`config.mk`:
```
export PLATFORM = sky130hd
export DESIGN_NAME = tx_ltssm_substate
export DESIGN_NICKNAME = d
export VERILOG_FILES = /design/src/rtl/ltssm_pkg.sv /design/src/rtl/ltssm_timeout_timer.sv /design/src/rtl/tx_ltssm_substate.sv
export SDC_FILE = /design/constraint.sdc
export NUM_CORES = 1
export LEC_CHECK = 0
export ABC_AREA = 1
export ABC_CLOCK_PERIOD_IN_PS = 3800
export CORE_MARGIN = 2
export CORE_UTILIZATION = 57
export DETAILED_ROUTE_END_ITERATION = 7
export PLACE_DENSITY = 0.8
export SKIP_CTS_REPAIR_TIMING = 1
export SLEW_MARGIN = 10
export SYNTH_ARGS = -nofsm -noshare
export SYNTH_HDL_FRONTEND = slang
export SYNTH_SLANG_ARGS = --single-unit
```
`constraint.sdc`:
```
create_clock -name clk -period 3.8 [get_ports clk]
set_clock_uncertainty 0.2 [all_clocks]
set_input_delay 0.57 -clock clk [delete_from_list [all_inputs] [get_ports clk]]
set_output_delay 0.57 -clock clk [all_outputs]
set_load 0.01 [all_outputs]
```
`src/rtl/ltssm_pkg.sv`:
```
// Shared LTSSM definitions: Tx substate encodings, ordered-set types and the PAD link symbol.
package ltssm_pkg;

    typedef enum logic [3:0] {
        DETECT_QUIET    = 4'd0,
        DETECT_ACTIVE   = 4'd1,
        POLLING_ACTIVE  = 4'd2,
        POLLING_CONFIG  = 4'd3,
        CFG_LW_START    = 4'd4,
        CFG_LW_ACCEPT   = 4'd5,
        CFG_LN_WAIT     = 4'd6,
        CFG_LN_ACCEPT   = 4'd7,
        CFG_COMPLETE    = 4'd8,
        CFG_IDLE        = 4'd9,
        L0              = 4'd10
    } substate_e;

    typedef enum logic [1:0] {
        OS_NONE = 2'd0,
        OS_TS1  = 2'd1,
        OS_TS2  = 2'd2,
        OS_IDLE = 2'd3
    } os_type_e;

    localparam logic [7:0] PAD = 8'hF7;

    // Encodings above L0 are unused and fall back to detectQuiet.
    function automatic substate_e decode_substate(input logic [3:0] s);
        return (s > 4'd10) ? DETECT_QUIET : substate_e'(s);
    endfunction

endpackage

```
`src/rtl/ltssm_timeout_timer.sv`:
```
// Per-substate cycle counter with synchronous clear; flags expiry at TIMEOUT_CYCLES-1.
module ltssm_timeout_timer #(
    parameter int TIMEOUT_CYCLES = 24000
) (
    input  logic        clk,
    input  logic        reset,
    input  logic        clr,
    input  logic        en,
    output logic [23:0] cnt,
    output logic        expired
);

    logic [23:0] cnt_q, cnt_d;

    // Next count: clear wins, otherwise count up and stick at all-ones.
    always_comb begin
        cnt_d = cnt_q;
        if (clr)
            cnt_d = '0;
        else if (en && cnt_q != '1)
            cnt_d = cnt_q + 24'd1;
    end

    // Counter register with synchronous active-low reset.
    always_ff @(posedge clk) begin
        if (!reset) cnt_q <= '0;
        else        cnt_q <= cnt_d;
    end

    assign cnt     = cnt_q;
    assign expired = (cnt_q == 24'(TIMEOUT_CYCLES - 1));

endmodule

```
`src/rtl/tx_ltssm_substate.sv`:
```
// Transmit-side LTSSM slave: runs the commanded Tx substate, drives the ordered-set
// generator and receiver-detect handshakes, and reports finishTx/gotoTx upstream.
module tx_ltssm_substate
    import ltssm_pkg::*;
#(
    parameter int DEVICETYPE     = 0,
    parameter int QUIET_CYCLES   = 16,
    parameter int POLL_TS1_COUNT = 1024,
    parameter int CFG_TS_COUNT   = 16,
    parameter int IDLE_COUNT     = 16,
    parameter int TIMEOUT_CYCLES = 24000
) (
    input  logic       clk,
    input  logic       reset,
    input  logic [3:0] substateTx,
    input  logic [7:0] linkNumberIn,
    input  logic       rxDetectDone,
    input  logic       rxDetected,
    input  logic       osReady,
    output logic       osValid,
    output logic [1:0] osType,
    output logic [7:0] osLinkNumber,
    output logic       rxDetectReq,
    output logic       electricalIdle,
    output logic       finishTx,
    output logic [3:0] gotoTx
);

    logic [3:0]  prev_substate_q, prev_substate_d;
    logic [10:0] os_cnt_q, os_cnt_d;
    logic        os_valid_q, os_valid_d;
    logic [1:0]  os_type_q, os_type_d;
    logic [7:0]  link_q, link_d;
    logic        rxdet_req_q, rxdet_req_d;
    logic        eidle_q, eidle_d;
    logic        finish_q, finish_d;
    logic [3:0]  goto_q, goto_d;

    substate_e   cur;
    logic        changed, hs, done;
    logic [10:0] os_cnt_inc, target;
    logic [1:0]  os_kind;
    logic [7:0]  link_sel;
    substate_e   os_next, goto_n;
    logic [23:0] tmr_cnt;
    logic        tmr_expired, tmr_en;

    assign cur     = decode_substate(substateTx);
    assign changed = (substateTx != prev_substate_q);
    assign hs      = os_valid_q & osReady;
    // osCnt saturates instead of wrapping.
    assign os_cnt_inc = (os_cnt_q == '1) ? os_cnt_q : os_cnt_q + {10'd0, hs};
    // Timer stops once the substate has finished and never runs in L0.
    assign tmr_en  = !finish_q && (cur != L0);

    ltssm_timeout_timer #(.TIMEOUT_CYCLES(TIMEOUT_CYCLES)) u_timer (
        .clk     (clk),
        .reset   (reset),
        .clr     (changed),
        .en      (tmr_en),
        .cnt     (tmr_cnt),
        .expired (tmr_expired)
    );

    // Ordered-set parameters of the current substate: type, count, link field, successor.
    always_comb begin
        os_kind  = OS_TS1;
        target   = 11'(CFG_TS_COUNT);
        os_next  = DETECT_QUIET;
        if (DEVICETYPE == 0)
            link_sel = linkNumberIn;
        else
            link_sel = (linkNumberIn != PAD) ? linkNumberIn : PAD;
        case (cur)
            POLLING_ACTIVE: begin
                target = 11'(POLL_TS1_COUNT); os_next = POLLING_CONFIG; link_sel = PAD;
            end
            POLLING_CONFIG: begin
                os_kind = OS_TS2; os_next = CFG_LW_START; link_sel = PAD;
            end
            CFG_LW_START:  os_next = CFG_LW_ACCEPT;
            CFG_LW_ACCEPT: os_next = CFG_LN_WAIT;
            CFG_LN_WAIT:   os_next = CFG_LN_ACCEPT;
            CFG_LN_ACCEPT: os_next = CFG_COMPLETE;
            CFG_COMPLETE: begin
                os_kind = OS_TS2; os_next = CFG_IDLE;
            end
            CFG_IDLE: begin
                os_kind = OS_IDLE; target = 11'(IDLE_COUNT); os_next = L0;
            end
            default: ;
        endcase
    end

    // Substate FSM next-state: change handling, per-substate actions, finish/timeout.
    always_comb begin
        prev_substate_d = substateTx;
        os_cnt_d        = os_cnt_q;
        os_valid_d      = os_valid_q;
        os_type_d       = os_type_q;
        link_d          = link_q;
        rxdet_req_d     = rxdet_req_q;
        eidle_d         = eidle_q;
        finish_d        = finish_q;
        goto_d          = goto_q;
        done            = 1'b0;
        goto_n          = DETECT_QUIET;

        if (changed) begin
            // New substate: wipe progress this cycle, act from the next one.
            os_cnt_d    = '0;
            os_valid_d  = 1'b0;
            rxdet_req_d = 1'b0;
            finish_d    = 1'b0;
        end else if (finish_q) begin
            // Hold finishTx/gotoTx until the main LTSSM moves on.
            os_valid_d  = 1'b0;
            rxdet_req_d = 1'b0;
        end else begin
            case (cur)
                DETECT_QUIET: begin
                    eidle_d    = 1'b1;
                    os_valid_d = 1'b0;
                    if (tmr_cnt == 24'(QUIET_CYCLES - 1)) begin
                        done = 1'b1; goto_n = DETECT_ACTIVE;
                    end
                end
                DETECT_ACTIVE: begin
                    eidle_d    = 1'b1;
                    os_valid_d = 1'b0;
                    if (rxdet_req_q && rxDetectDone) begin
                        rxdet_req_d = 1'b0;
                        done        = 1'b1;
                        goto_n      = rxDetected ? POLLING_ACTIVE : DETECT_QUIET;
                    end else begin
                        rxdet_req_d = 1'b1;
                    end
                end
                L0: begin
                    os_valid_d = 1'b0;
                    eidle_d    = 1'b0;
                end
                default: begin
                    eidle_d  = 1'b0;
                    os_cnt_d = os_cnt_inc;
                    if (os_cnt_q >= target) begin
                        done = 1'b1; goto_n = os_next; os_valid_d = 1'b0;
                    end else begin
                        // Drop valid right after the last handshake so no extra OS slips out.
                        os_valid_d = (os_cnt_inc < target);
                        // Only load a new OS when none is pending, keeping a stalled one stable.
                        if (!os_valid_q || hs) begin
                            os_type_d = os_kind;
                            link_d    = link_sel;
                        end
                    end
                end
            endcase

            // Normal completion takes priority over a coincident timeout.
            if (done) begin
                finish_d = 1'b1;
                goto_d   = goto_n;
            end else if (tmr_expired && cur != L0) begin
                finish_d    = 1'b1;
                goto_d      = DETECT_QUIET;
                os_valid_d  = 1'b0;
                rxdet_req_d = 1'b0;
            end
        end
    end

    // State and output registers with synchronous active-low reset.
    always_ff @(posedge clk) begin
        if (!reset) begin
            prev_substate_q <= DETECT_QUIET;
            os_cnt_q        <= '0;
            os_valid_q      <= 1'b0;
            os_type_q       <= OS_NONE;
            link_q          <= PAD;
            rxdet_req_q     <= 1'b0;
            eidle_q         <= 1'b1;
            finish_q        <= 1'b0;
            goto_q          <= DETECT_QUIET;
        end else begin
            prev_substate_q <= prev_substate_d;
            os_cnt_q        <= os_cnt_d;
            os_valid_q      <= os_valid_d;
            os_type_q       <= os_type_d;
            link_q          <= link_d;
            rxdet_req_q     <= rxdet_req_d;
            eidle_q         <= eidle_d;
            finish_q        <= finish_d;
            goto_q          <= goto_d;
        end
    end

    assign osValid        = os_valid_q;
    assign osType         = os_type_q;
    assign osLinkNumber   = link_q;
    assign rxDetectReq    = rxdet_req_q;
    assign electricalIdle = eidle_q;
    assign finishTx       = finish_q;
    assign gotoTx         = goto_q;

endmodule
```
Word level (Yosys, flattened, before mapping)

Index checks and enable logic that the tools add are counted.

Register bits: 57
Input bits: 17
Output and inout bits: 18
Word-level logic and storage cells: 87

$add $sub $neg: 2
$lt $le $gt $ge: 3
Equality and inequality tests: 16
Multiplexer cells: 31
Bitwise gates (word level): 6
Reductions and logical operators: 19

Operators by type and width:

| operator                | count |
|---|---|
| $pmux W4 S8             | 1 |
| $add A24 B1 Y24 const B | 1 |
| $eq A24 B15 Y1 const B  | 1 |
| $eq A24 B4 Y1 const B   | 1 |
| $ne A24 B24 Y1 const B  | 1 |
| $mux W11                | 2 |
| $mux W1                 | 18 |
| $eq A4 B3 Y1 const B    | 4 |
| $mux W4                 | 4 |
| $eq A4 B4 Y1 const B    | 3 |
| $pmux W4 S3             | 1 |
| $add A11 B1 Y11         | 1 |
| $eq A11 B11 Y1 const B  | 1 |
| $ge A11 B11 Y1          | 1 |
| $lt A11 B11 Y1          | 1 |
| $eq A4 B2 Y1 const B    | 2 |
| $mux W8                 | 1 |
| $reduce_or A2 Y1        | 4 |
| $reduce_or A3 Y1        | 2 |
| $not A1 Y1              | 5 |
| $reduce_and A5 Y1       | 1 |
| $eq A4 B1 Y1 const B    | 1 |
| $gt A4 B4 Y1 const B    | 1 |
| $logic_and A1 B1 Y1     | 4 |
| 12 further kinds        | 15 |

Longest topological paths before layout

Gate-level depths: netlist (run 1).

Depth after elaboration: 11
Mapped depth: 16
Mapped depth without buffers: 16

Hierarchy

From an unflattened synthesis (run 1), not the netlist that was laid out.

Cells, all modules: 571
Area, all modules: 3632.2 µm²

Modules (own cells, without submodules):

| module              | times used | cells each | area each (µm²) | sequential area each (µm²) |
|---|---|---|---|---|
| tx_ltssm_substate   | 1          | 318        | 2053.2          | 660.6 |
| ltssm_timeout_timer | 1          | 253        | 1579.0          | 480.5 |

Worst setup path after synthesis (run 1)

Ideal clock, no wire load.

Kind: input port to flip-flop
Start point: input port substateTx[1]
End point: register link_q[1] (netlist: osLinkNumber[1])
Library setup time: 0.117 ns
Data arrival time: 2.530 ns
Data required time: 3.483 ns
Slack: 0.954 ns
Stages: 14
Buffers on the path: 2
Path through: buf_2 > nand2_1 > nor2_2 > nand2_1 > ha_1 > a21oi_1 > o21ai_0 > nor2_1 > nand2_1 > inv_1 > nand3_2 > buf_4 > a21oi_1 > nand2_1

Cells in the longest elaborated chain, start to end: 7
Elaborated cells between the ends (all ways): 17
Classes of those cells: 2 x order compare; 5 x eq/ne; 3 x mux; 3 x bitwise; 4 x reduce/logical

Ends and longest elaborated chain:

| item                               | line                     | text |
|---|---|---|
| start: declaration                 | tx_ltssm_substate.sv:15  | `input logic [3:0] substateTx,` |
| $gt A4 B4 Y1                       | ltssm_pkg.sv:29          | `return (s > 4'd10) ? DETECT_QUIET : substate_e'(s);` |
| $mux W4                            | ltssm_pkg.sv:29          |  |
| $eq A4 B2 Y1                       | tx_ltssm_substate.sv:74  | `case (cur)` |
| $mux W11                           | tx_ltssm_substate.sv:74  |  |
| $ge A11 B11 Y1                     | tx_ltssm_substate.sv:146 | `if (os_cnt_q >= target) begin` |
| $not A1 Y1 (no source line)        | -                        |  |
| $reduce_and A5 Y1 (no source line) | -                        |  |
| end signal: assignment             | tx_ltssm_substate.sv:190 | `link_q <= link_d;` |
| end: declaration                   | tx_ltssm_substate.sv:33  | `logic [7:0] link_q, link_d;` |

Parallel ways exist; a longest one is shown, timed or not.
A chain may end at the register's enable or synchronous reset.

Worst setup path in the final report (run 1)

Start point: input port substateTx[3]
End point: register os_type_q[0] (netlist: osType[0])

Cells in the longest elaborated chain, start to end: 7
Elaborated cells between the ends (all ways): 19
Classes of those cells: 2 x order compare; 7 x eq/ne; 3 x mux; 3 x bitwise; 4 x reduce/logical

Ends and longest elaborated chain:

| item                               | line                     | text |
|---|---|---|
| $gt A4 B4 Y1                       | ltssm_pkg.sv:29          |  |
| $mux W4                            | ltssm_pkg.sv:29          |  |
| $eq A4 B2 Y1                       | tx_ltssm_substate.sv:74  |  |
| $mux W11                           | tx_ltssm_substate.sv:74  |  |
| $ge A11 B11 Y1                     | tx_ltssm_substate.sv:146 |  |
| $not A1 Y1 (no source line)        | -                        |  |
| $reduce_and A5 Y1 (no source line) | -                        |  |
| end signal: assignment             | tx_ltssm_substate.sv:189 | `os_type_q <= os_type_d;` |
| end: declaration                   | tx_ltssm_substate.sv:32  | `logic [1:0] os_type_q, os_type_d;` |

Parallel ways exist; a longest one is shown, timed or not.

==> impl_metrics.env, run 1 <==
export IMPL_netlist_cell_type_count=35
export IMPL_synth_area_mux_share=0.00329
export IMPL_required_ns=3.84
export IMPL_rows=28
export IMPL_drive_above_1_share=0.0633
export IMPL_area_growth_pct=16.8
export IMPL_ys_seq_area_frac=0.334
export IMPL_routedWlPerCell_um=13.2
export IMPL_fin_crit_sh=0.832
export IMPL_p_per_area_mw_per_mm2=311
export IMPL_hold_class="flip-flop to flip-flop"
export IMPL_nFillCells=529
export IMPL_drt_wl_total_mm=8.50
export IMPL_min_period_ns=3.16
export IMPL_grt_use_met2=0.459
export IMPL_insertion_delay_ns=0.34
export IMPL_drc_errors=0
export IMPL_initial_utilization=0.584
export IMPL_yosys_warnings=0
export IMPL_worstSetupPathType="primary input to flip-flop"
export IMPL_drt_iter0_drc=284
export IMPL_setup_ws_ns=0.638
export IMPL_synthSimpleGateAreaFrac=0.363
export IMPL_htreeDepth=3
export IMPL_numCtsBuffers=9
export IMPL_cts_root_buf="clkbuf_8"
export IMPL_rsz0062_at_grt="false"
export IMPL_antenna_found_initial=0
export IMPL_synth_xor_area_frac=0.0487
export IMPL_syn_instance_count=529
export IMPL_final_common_cell="nand2_1"
export IMPL_multi_input_area_sq_mm=0.00197
export IMPL_synth_avg_cell_area_sq_um=6.46
export IMPL_synth_top_cell_by_area="dfxtp_1"
export IMPL_core_sq_mm=0.00585
export IMPL_place_ws_ns=0.323
export IMPL_hold_ws_ns=0.264
export IMPL_io_buffer_count=34
export IMPL_yosysTopAreaCellShare=0.334
export IMPL_clk_pin_slew_ns=0.06
export IMPL_final_util=0.682
export IMPL_cpPeakStageDelay_ns=0.52
export IMPL_grt_pass1_wl_mm=14.0
export IMPL_cts_sinks=57
export IMPL_ant_nets=0
export IMPL_ir_worst_vdd_mv=0.224
export IMPL_synth_area_leaders="dfxtp_1, nand2_1, nor2_1, inv_1, a21oi_1"
export IMPL_use_met1=0.333
export IMPL_drv_cap=0
export IMPL_synth_top_family_by_area="simple AND/OR/NAND/NOR gates"
export IMPL_synth_compound_area_frac=0.139
export IMPL_syn_nets=552
export IMPL_worstPathArrival_ns=3.20
export IMPL_globalplace_congestion=0.944
export IMPL_cp_max_fo=18
export IMPL_grt_busiest_layer="met2"
export IMPL_met3_usage=0.0462
export IMPL_fmax_mhz=316
export IMPL_die_x_um=81.4
export IMPL_ctsLongestPathBuffers=2
export IMPL_tritoncts="built"
export IMPL_grt_ovfl_total=0
export IMPL_endpoint_kind="flip-flop"
export IMPL_worstPathCellList="clkdlybuf4s50_1 -> inv_1 -> nand2_1 -> nor2_2 -> nand2_1 -> ha_1 -> a21oi_1 -> o21ai_0 -> nor2_1 -> nand2_1 -> inv_1 -> nand3_2 -> nand2_1 -> o21ai_0 -> and2_1"
export IMPL_status="finished, final reports clean"
export IMPL_final_cell_mix="nand2_1, nor2_1, dfxtp_1"
export IMPL_vias=3524
export IMPL_setup_viol=0
export IMPL_seq_area_sq_mm=0.00114
export IMPL_tns_ns=0
export IMPL_cpMostUsedCell="nand2_1"
export IMPL_finalNetCount=588
export IMPL_antenna_cells=0
export IMPL_dr_pass1_iters=5
export IMPL_slowest_stage="clkdlybuf4s50_1"
export IMPL_leakage_nw=1.64
export IMPL_dp_hpwl_mm=6.01
export IMPL_worstSetupStartpointType="primary input"
export IMPL_fp_dieArea_sq_mm=0.00663
export IMPL_grt_max_degree=23
export IMPL_num_io_pins=35
export IMPL_maxSlewViolCount=0
export IMPL_grt_usage=0.273
export IMPL_relSlewSlack=0.549
export IMPL_synth_area_sq_mm=0.00342
export IMPL_grt_pass1_vias=3158
export IMPL_synth_seq_cells=57
export IMPL_yosys_area_share_adder=0.0220
export IMPL_via_per_inst=5.47
export IMPL_hold_violations=0
export IMPL_tightest_slew_ns=0.676
export IMPL_die_h_um=81.4
[sequential cells by signal, indices dropped and copies added (netlist names)]
name	count
u_timer.cnt	24
os_cnt_q	11
osLinkNumber	8
gotoTx	4
prev_substate_q	4
osType	2
electricalIdle	1
finishTx	1
osValid	1
rxDetectReq	1
[metrics by stage]
stage	instance area [sq um]	cells	total power, mW
final	3990	644	1.24
after global routing	3990	644	1.29
after CTS	3990	644	1.25
after detailed placement	3810	629	0.731
after global placement	3810	629	0.728
after floorplan	3420	529	0.687
[synthesized netlist by cell type]
cell	instances
o21ai_1	2
nand2_1	154
a21oi_1	41
o2111ai_1	1
nor2_2	3
clkbuf_1	6
xnor2_1	3
dfxtp_1	57
mux2_2	1
buf_2	5
nand3_1	27
nor3_1	17
ha_1	6
nor3_2	1
nand3b_1	4
o31ai_1	2
a31oi_1	3
o21ai_0	20
o211ai_1	2
a41oi_1	2
buf_6	2
nor3b_1	1
inv_2	3
nor3_4	2
or2_1	1
buf_4	2
inv_1	55
a21oi_2	2
and2_1	1
nand3_2	2
clkinv_2	1
nand4_1	12
xor2_1	16
o21bai_1	9
nor2_1	63
[critical path: cells and delay by family]
family | cells | cell delay (ns)
AOI/OAI and AO/OA | 3 | 0.34
adders and majority gates | 1 | 0.33
buffers and inverters | 3 | 0.82
and+or+nand+nor | 8 | 1.13
[power breakdown]
| group | internal, mW | switching, mW | leakage [nW] |
|---|---|---|---|
| registers | 0.605 | 0.00501 | 0.461 |
| logic | 0.0445 | 0.0649 | 1.08 |
| clock network | 0.283 | 0.240 | 0.0980 |
[logic make-up after synthesis]
group,count (synthesis)
AOI/OAI and AO/OA,84
xor gates and xnor gates,19
and+or+nand+nor,288
DFF,57
muxes,1
adders and majority gates,6
buffers and inverters,74
[final cells by class]
class / count / area share
Multi-Input combinational cell: 398 / 0.493
Tap cell: 75 / 0.0235
Clock inverter: 3 / 0.00376
Clock buffer: 12 / 0.0414
Sequential cell: 57 / 0.286
Timing Repair Buffer: 40 / 0.0965
Inverter: 59 / 0.0558
[layer usage]
layer / wire length, um / vias to the layer above
met3: 388 / 27
met5: 0 / -
li1: - / 1797
met2: 4140 / 101
met1: 3690 / 1599
met4: 284 / 0
[path summary, 6_finish.rpt]
path                       from        end  slack [ns]  cells after the start
hold / removal        gotoTx[3]  gotoTx[3]        0.26                      2
setup / recovery  substateTx[3]  osType[0]        0.64                     15
hold reg to reg       gotoTx[3]  gotoTx[3]        0.26                      2
setup reg to reg        osValid    osValid        1.21                     15
Note: power is estimated with default switching activity, not from simulation.
==> run 2, diff against run 1 <==
--- a/config.mk
+++ b/config.mk
@@ -6,11 +6,11 @@
 export NUM_CORES = 1
 export LEC_CHECK = 0
 export ABC_AREA = 1
-export ABC_CLOCK_PERIOD_IN_PS = 3800
+export ABC_CLOCK_PERIOD_IN_PS = 2900
 export CORE_MARGIN = 2
-export CORE_UTILIZATION = 57
+export CORE_UTILIZATION = 52
 export DETAILED_ROUTE_END_ITERATION = 7
-export PLACE_DENSITY = 0.8
+export PLACE_DENSITY = 0.77
 export SKIP_CTS_REPAIR_TIMING = 1
 export SLEW_MARGIN = 10
 export SYNTH_ARGS = -nofsm -noshare
==> constraint.sdc (replaced) <==
create_clock -name clk -period 2.9 [get_ports clk]
set_clock_uncertainty 0.2 [all_clocks]
set_input_delay 0.435 -clock clk [delete_from_list [all_inputs] [get_ports clk]]
set_output_delay 0.435 -clock clk [all_outputs]
set_load 0.01 [all_outputs]
==> run 2 against run 1 <==
Compared with the run above:
- utilization is 3.4 points lower
- critical path depth up 1
- power up 35%
- combinational power rose by 46%
- routed wire length is 0.62% higher
- register-to-register slack got worse by 0.67 ns
- global-route usage decreased by 2.6 points
- sequential power grew 31%
- clock-buffer cell count shrank 3
- non-clock buffer count increased by 16
- hold slack improved by 0.0022 ns
- die area up 9.1%
- critical endpoint is now gotoTx[0]
==> impl_metrics.env, run 2 (synthesized netlist as in run 1, its figures left out) <==
export IMPL_min_delay_path_depth=2
export IMPL_cts_root_buf="clkbuf_8"
export IMPL_area_growth_pct=20.5
export IMPL_dp_hpwl_mm=6.47
export IMPL_endpoint_kind="flip-flop"
export IMPL_grt_max_degree=23
export IMPL_via_per_inst=5.38
export IMPL_final_common_cell="nand2_1"
export IMPL_core_sq_mm=0.00635
export IMPL_rows=29
export IMPL_die_h_um=85.1
export IMPL_drt_wl_total_mm=8.56
export IMPL_vias=3563
export IMPL_hold_violations=0
export IMPL_leakage_nw=1.71
export IMPL_cts_sinks=57
export IMPL_drt_iter0_drc=262
export IMPL_dr_pass1_iters=5
export IMPL_tritoncts="built"
export IMPL_maxSlewViolCount=0
export IMPL_globalplace_congestion=0.980
export IMPL_ant_nets=0
export IMPL_ctsLongestPathBuffers=2
export IMPL_fin_cells=662
export IMPL_holdCritStartpoint="osLinkNumber[2]"
export IMPL_multi_input_area_sq_mm=0.00197
export IMPL_largest_reg_flops=24
export IMPL_grt_usage=0.247
export IMPL_dp_cells=647
export IMPL_drc_errors=0
export IMPL_drive_above_1_share=0.0889
export IMPL_finalNetCount=604
export IMPL_tightest_slew_ns=0.630
export IMPL_p_per_area_mw_per_mm2=406
export IMPL_antenna_found_initial=0
export IMPL_seq_area_sq_mm=0.00114
export IMPL_min_period_ns=2.63
export IMPL_die_x_um=85.1
export IMPL_insertion_delay_ns=0.34
export IMPL_worstSetupPathType="primary input to flip-flop"
export IMPL_clk_pin_slew_ns=0.06
export IMPL_numCtsBuffers=9
export IMPL_num_io_pins=35
export IMPL_rsz0062_at_grt="false"
export IMPL_setup_ws_ns=0.273
export IMPL_fp_dieArea_sq_mm=0.00724
export IMPL_fmax_mhz=381
export IMPL_power_total_mw=1.67
export IMPL_io_buffer_count=34
export IMPL_fin_crit_sh=0.906
export IMPL_htreeDepth=3
export IMPL_setup_viol=0
export IMPL_worstPathArrival_ns=2.69
export IMPL_nFillCells=559
export IMPL_grt_pass1_vias=3253
export IMPL_grt_pass1_wl_mm=14.5
export IMPL_r2r_setup_slack_ns=0.54
export IMPL_tns_ns=0
export IMPL_ir_worst_vdd_mv=0.428
export IMPL_place_ws_ns=-0.0484
export IMPL_routedWlPerCell_um=12.9
export IMPL_required_ns=2.97
export IMPL_status="finished, final reports clean"
export IMPL_relSlewSlack=0.580
export IMPL_fin_area_sq_mm=0.00412
export IMPL_r2r_start="osValid"
export IMPL_final_cell_mix="nand2_1, nor2_1, dfxtp_1"
export IMPL_antenna_cells=0
export IMPL_cp_max_fo=4
export IMPL_r2r_end="osValid"
export IMPL_ff2ff_path_depth=15
export IMPL_hold_class="flip-flop to flip-flop"
export IMPL_initial_utilization=0.538
export IMPL_drv_cap=0
export IMPL_placed_area_sq_mm=0.00394
export IMPL_worstSetupStartpointType="primary input"
export IMPL_hold_path_endpoint="osLinkNumber[2]"
export IMPL_grt_ovfl_total=0
run 2: critical path, stage by stage:
cell,delay [ns]
clkdlybuf4s50_1,0.42
inv_1,0.08
nand2_1,0.07
nor2_2,0.10
nand2_1,0.11
ha_1,0.34
a21oi_1,0.15
o21ai_0,0.09
nor2_1,0.11
nand2_1,0.08
buf_4,0.13
nand2_1,0.07
nand3_1,0.16
nand2_1,0.16
nand2_1,0.07
a21oi_1,0.14
run 2: layer usage:
metal  GRT usage  up-vias  routed length, um
met5           0        -                  0
met4       0.115        0                220
met3      0.0360       20                380
met2       0.445      108               4300
met1       0.287     1615               3660
li1            -     1820                  -
run 2: cell type report:
cell class	count	area share
repair buffers	56	0.123
well taps	77	0.0234
flip-flops and latches	57	0.277
multi-input cells	398	0.478
clock inverters	6	0.0146
clock buffers	9	0.0301
inverters	59	0.0541
run 2: worst max path at each step:
stage | slack, ns | cells after the start | startpoint | endpoint
3_3_place_gp | 0.08 | 16 | substateTx[3] | gotoTx[1]
5_1_grt | 0.002 | 16 | substateTx[3] | gotoTx[2]
3_5_place_dp | -0.05 | 16 | substateTx[3] | gotoTx[0]
4_1_cts | 0.29 | 16 | substateTx[3] | gotoTx[0]
2_1_floorplan | 0.19 | 14 | substateTx[1] | osLinkNumber[1]
6_report | 0.27 | 16 | substateTx[3] | gotoTx[0]
run 2: power breakdown:
group | internal, mW | switching (mW) | leakage [nW]
Combinational | 0.0711 | 0.0879 | 1.15
Clock | 0.386 | 0.326 | 0.0909
Sequential | 0.792 | 0.00638 | 0.461
run 2: through the flow:
| stage | util | hold WS, ns |
|---|---|---|
| floorplan | - | 0.264 |
| global placement | 0.620 | 0.247 |
| detailed placement | 0.620 | 0.254 |
| CTS | 0.649 | 0.269 |
| global route | 0.649 | 0.294 |
| finish | 0.649 | 0.266 |
==> run 3, diff against run 2 <==
--- a/config.mk
+++ b/config.mk
@@ -10,6 +10,7 @@
 export CORE_MARGIN = 2
 export CORE_UTILIZATION = 52
 export DETAILED_ROUTE_END_ITERATION = 7
+export GPL_TIMING_DRIVEN = 0
 export PLACE_DENSITY = 0.77
 export SKIP_CTS_REPAIR_TIMING = 1
 export SLEW_MARGIN = 10
==> run 3 against run 2 <==
Compared with the run above:
- cell area up 2.1%
- clock power increased by 46%
- largest power group is now clock
- register-to-register slack worse by 0.02 ns
- maximum frequency decreased by 5.8%
- critical endpoint is now osLinkNumber[0]
- routed wire length grew 3.0%
- highest routed layer unchanged
- power grew 19%
- utilization up 1.4 points
- flip-flop and latch count stayed put
- global-route usage about the same
==> impl_metrics.env, run 3 (synthesized netlist as in run 1, its figures left out) <==
export IMPL_worstSetupPathType="primary input to flip-flop"
export IMPL_rows=29
export IMPL_status="finished, final reports clean"
export IMPL_drive_above_1_share=0.0878
export IMPL_seq_area_sq_mm=0.00114
export IMPL_final_common_cell="nand2_1"
export IMPL_use_met1=0.286
export IMPL_grt_pass1_wl_mm=14.3
export IMPL_multi_input_area_sq_mm=0.00202
export IMPL_numCtsBuffers=9
export IMPL_insertion_delay_ns=0.36
export IMPL_worstPathCellList="clkdlybuf4s50_1 -> buf_6 -> nand2_1 -> nor2_4 -> nand2_2 -> ha_4 -> a21oi_1 -> o21ai_0 -> nor2_1 -> nand2_2 -> inv_4 -> nand3_4 -> buf_4 -> a21oi_1 -> nand2_1"
export IMPL_p_per_area_mw_per_mm2=474
export IMPL_tightest_slew_ns=0.489
export IMPL_fp_dieArea_sq_mm=0.00724
export IMPL_area_growth_pct=23.1
export IMPL_setup_viol=0
export IMPL_min_period_ns=2.79
export IMPL_largest_reg_flops=24
export IMPL_clk_pin_slew_ns=0.07
export IMPL_num_io_pins=35
export IMPL_cp_startpoint="substateTx[1]"
export IMPL_leakage_nw=1.73
export IMPL_finalNetCount=599
export IMPL_slowest_stage="clkdlybuf4s50_1"
export IMPL_hold_ws_ns=0.151
export IMPL_core_sq_mm=0.00635
export IMPL_routedWlPerCell_um=13.4
export IMPL_grt_busiest_layer="met2"
export IMPL_ant_nets=0
export IMPL_drc_errors=0
export IMPL_met3_usage=0.0438
export IMPL_fin_crit_sh=0.962
export IMPL_grt_max_degree=11
export IMPL_cpPeakStageDelay_ns=0.51
export IMPL_grt_use_met2=0.445
export IMPL_ir_worst_vdd_mv=0.349
export IMPL_ctsLongestPathBuffers=2
export IMPL_cp_top_family="buffers and inverters"
export IMPL_required_ns=2.95
export IMPL_via_per_inst=5.41
export IMPL_cts_root_buf="clkbuf_8"
export IMPL_fin_cells=658
export IMPL_place_ws_ns=-0.854
export IMPL_fmax_mhz=359
export IMPL_grt_ovfl_total=0
export IMPL_drv_cap=0
export IMPL_cts_sinks=57
export IMPL_hold_violations=0
export IMPL_crit_buf_inv=4
export IMPL_antenna_found_initial=0
export IMPL_cp_max_fo=10
export IMPL_final_util=0.662
export IMPL_hold_class="primary input to flip-flop"
export IMPL_nFillCells=565
export IMPL_dp_hpwl_mm=6.30
export IMPL_io_buffer_count=33
export IMPL_worstPathArrival_ns=2.84
export IMPL_antenna_cells=0
export IMPL_dp_cells=639
export IMPL_grt_usage=0.248
export IMPL_initial_utilization=0.538
export IMPL_drt_wl_total_mm=8.81
export IMPL_maxSlewViolCount=0
export IMPL_worstSetupStartpointType="primary input"
export IMPL_endpoint_kind="flip-flop"
export IMPL_dr_pass1_iters=5
export IMPL_final_cell_mix="nand2_1, nor2_1, dfxtp_1"
export IMPL_relSlewSlack=0.672
export IMPL_die_x_um=85.1
export IMPL_tritoncts="built"
export IMPL_die_h_um=85.1
export IMPL_holdCritStartpoint="substateTx[0]"
export IMPL_drt_iter0_drc=232
export IMPL_vias=3563
export IMPL_globalplace_congestion=0.945
export IMPL_r2r_start="osValid"
export IMPL_grt_pass1_vias=3244
export IMPL_htreeDepth=3
export IMPL_setup_ws_ns=0.111
run 3: power by group:
part / switching [mW] / internal (mW)
clock network: 0.337 / 0.703
registers: 0.00646 / 0.792
logic: 0.0928 / 0.0634
run 3: stage by stage:
step	power, mW	cell area, sq um	TNS [ns]
after floorplan	0.900	3420	0
after global placement	0.957	3840	-11.68
after detailed placement	0.959	3840	-12.33
after CTS	1.99	4120	-6.74
after global routing	2.05	4210	-0.0491
final	1.99	4210	0
run 3: final timing paths:
| kind | slack (ns) | depth (start not counted) | end |
|---|---|---|---|
| max | 0.11 | 15 | osLinkNumber[0] |
| min | 0.15 | 3 | prev_substate_q[0] |
| max reg2reg | 0.52 | 15 | osValid |
| min reg2reg | 0.26 | 2 | gotoTx[3] |
run 3: final cells by class:
type	instances	share of cell area
plain buffers	15	0.0226
clock inverters	5	0.0297
well taps	77	0.0229
repair buffers	36	0.0845
inverters	59	0.0535
clock buffers	11	0.0360
flip-flops and latches	57	0.271
multi-input cells	398	0.479
run 3: routing by layer:
layer | up-vias | wire [um] | share of wire
met3 | 20 | 439 | 0.050
li1 | 1808 | - | -
met1 | 1623 | 3580 | 0.41
met4 | 0 | 216 | 0.025
met5 | - | 0 | 0
met2 | 112 | 4580 | 0.52
run 3: worst min-delay path, delay by kind of cell:
family / cells / cell delay, ns
AND/OR/NAND/NOR: 1 / 0.06
buffers and inverters: 2 / 0.19
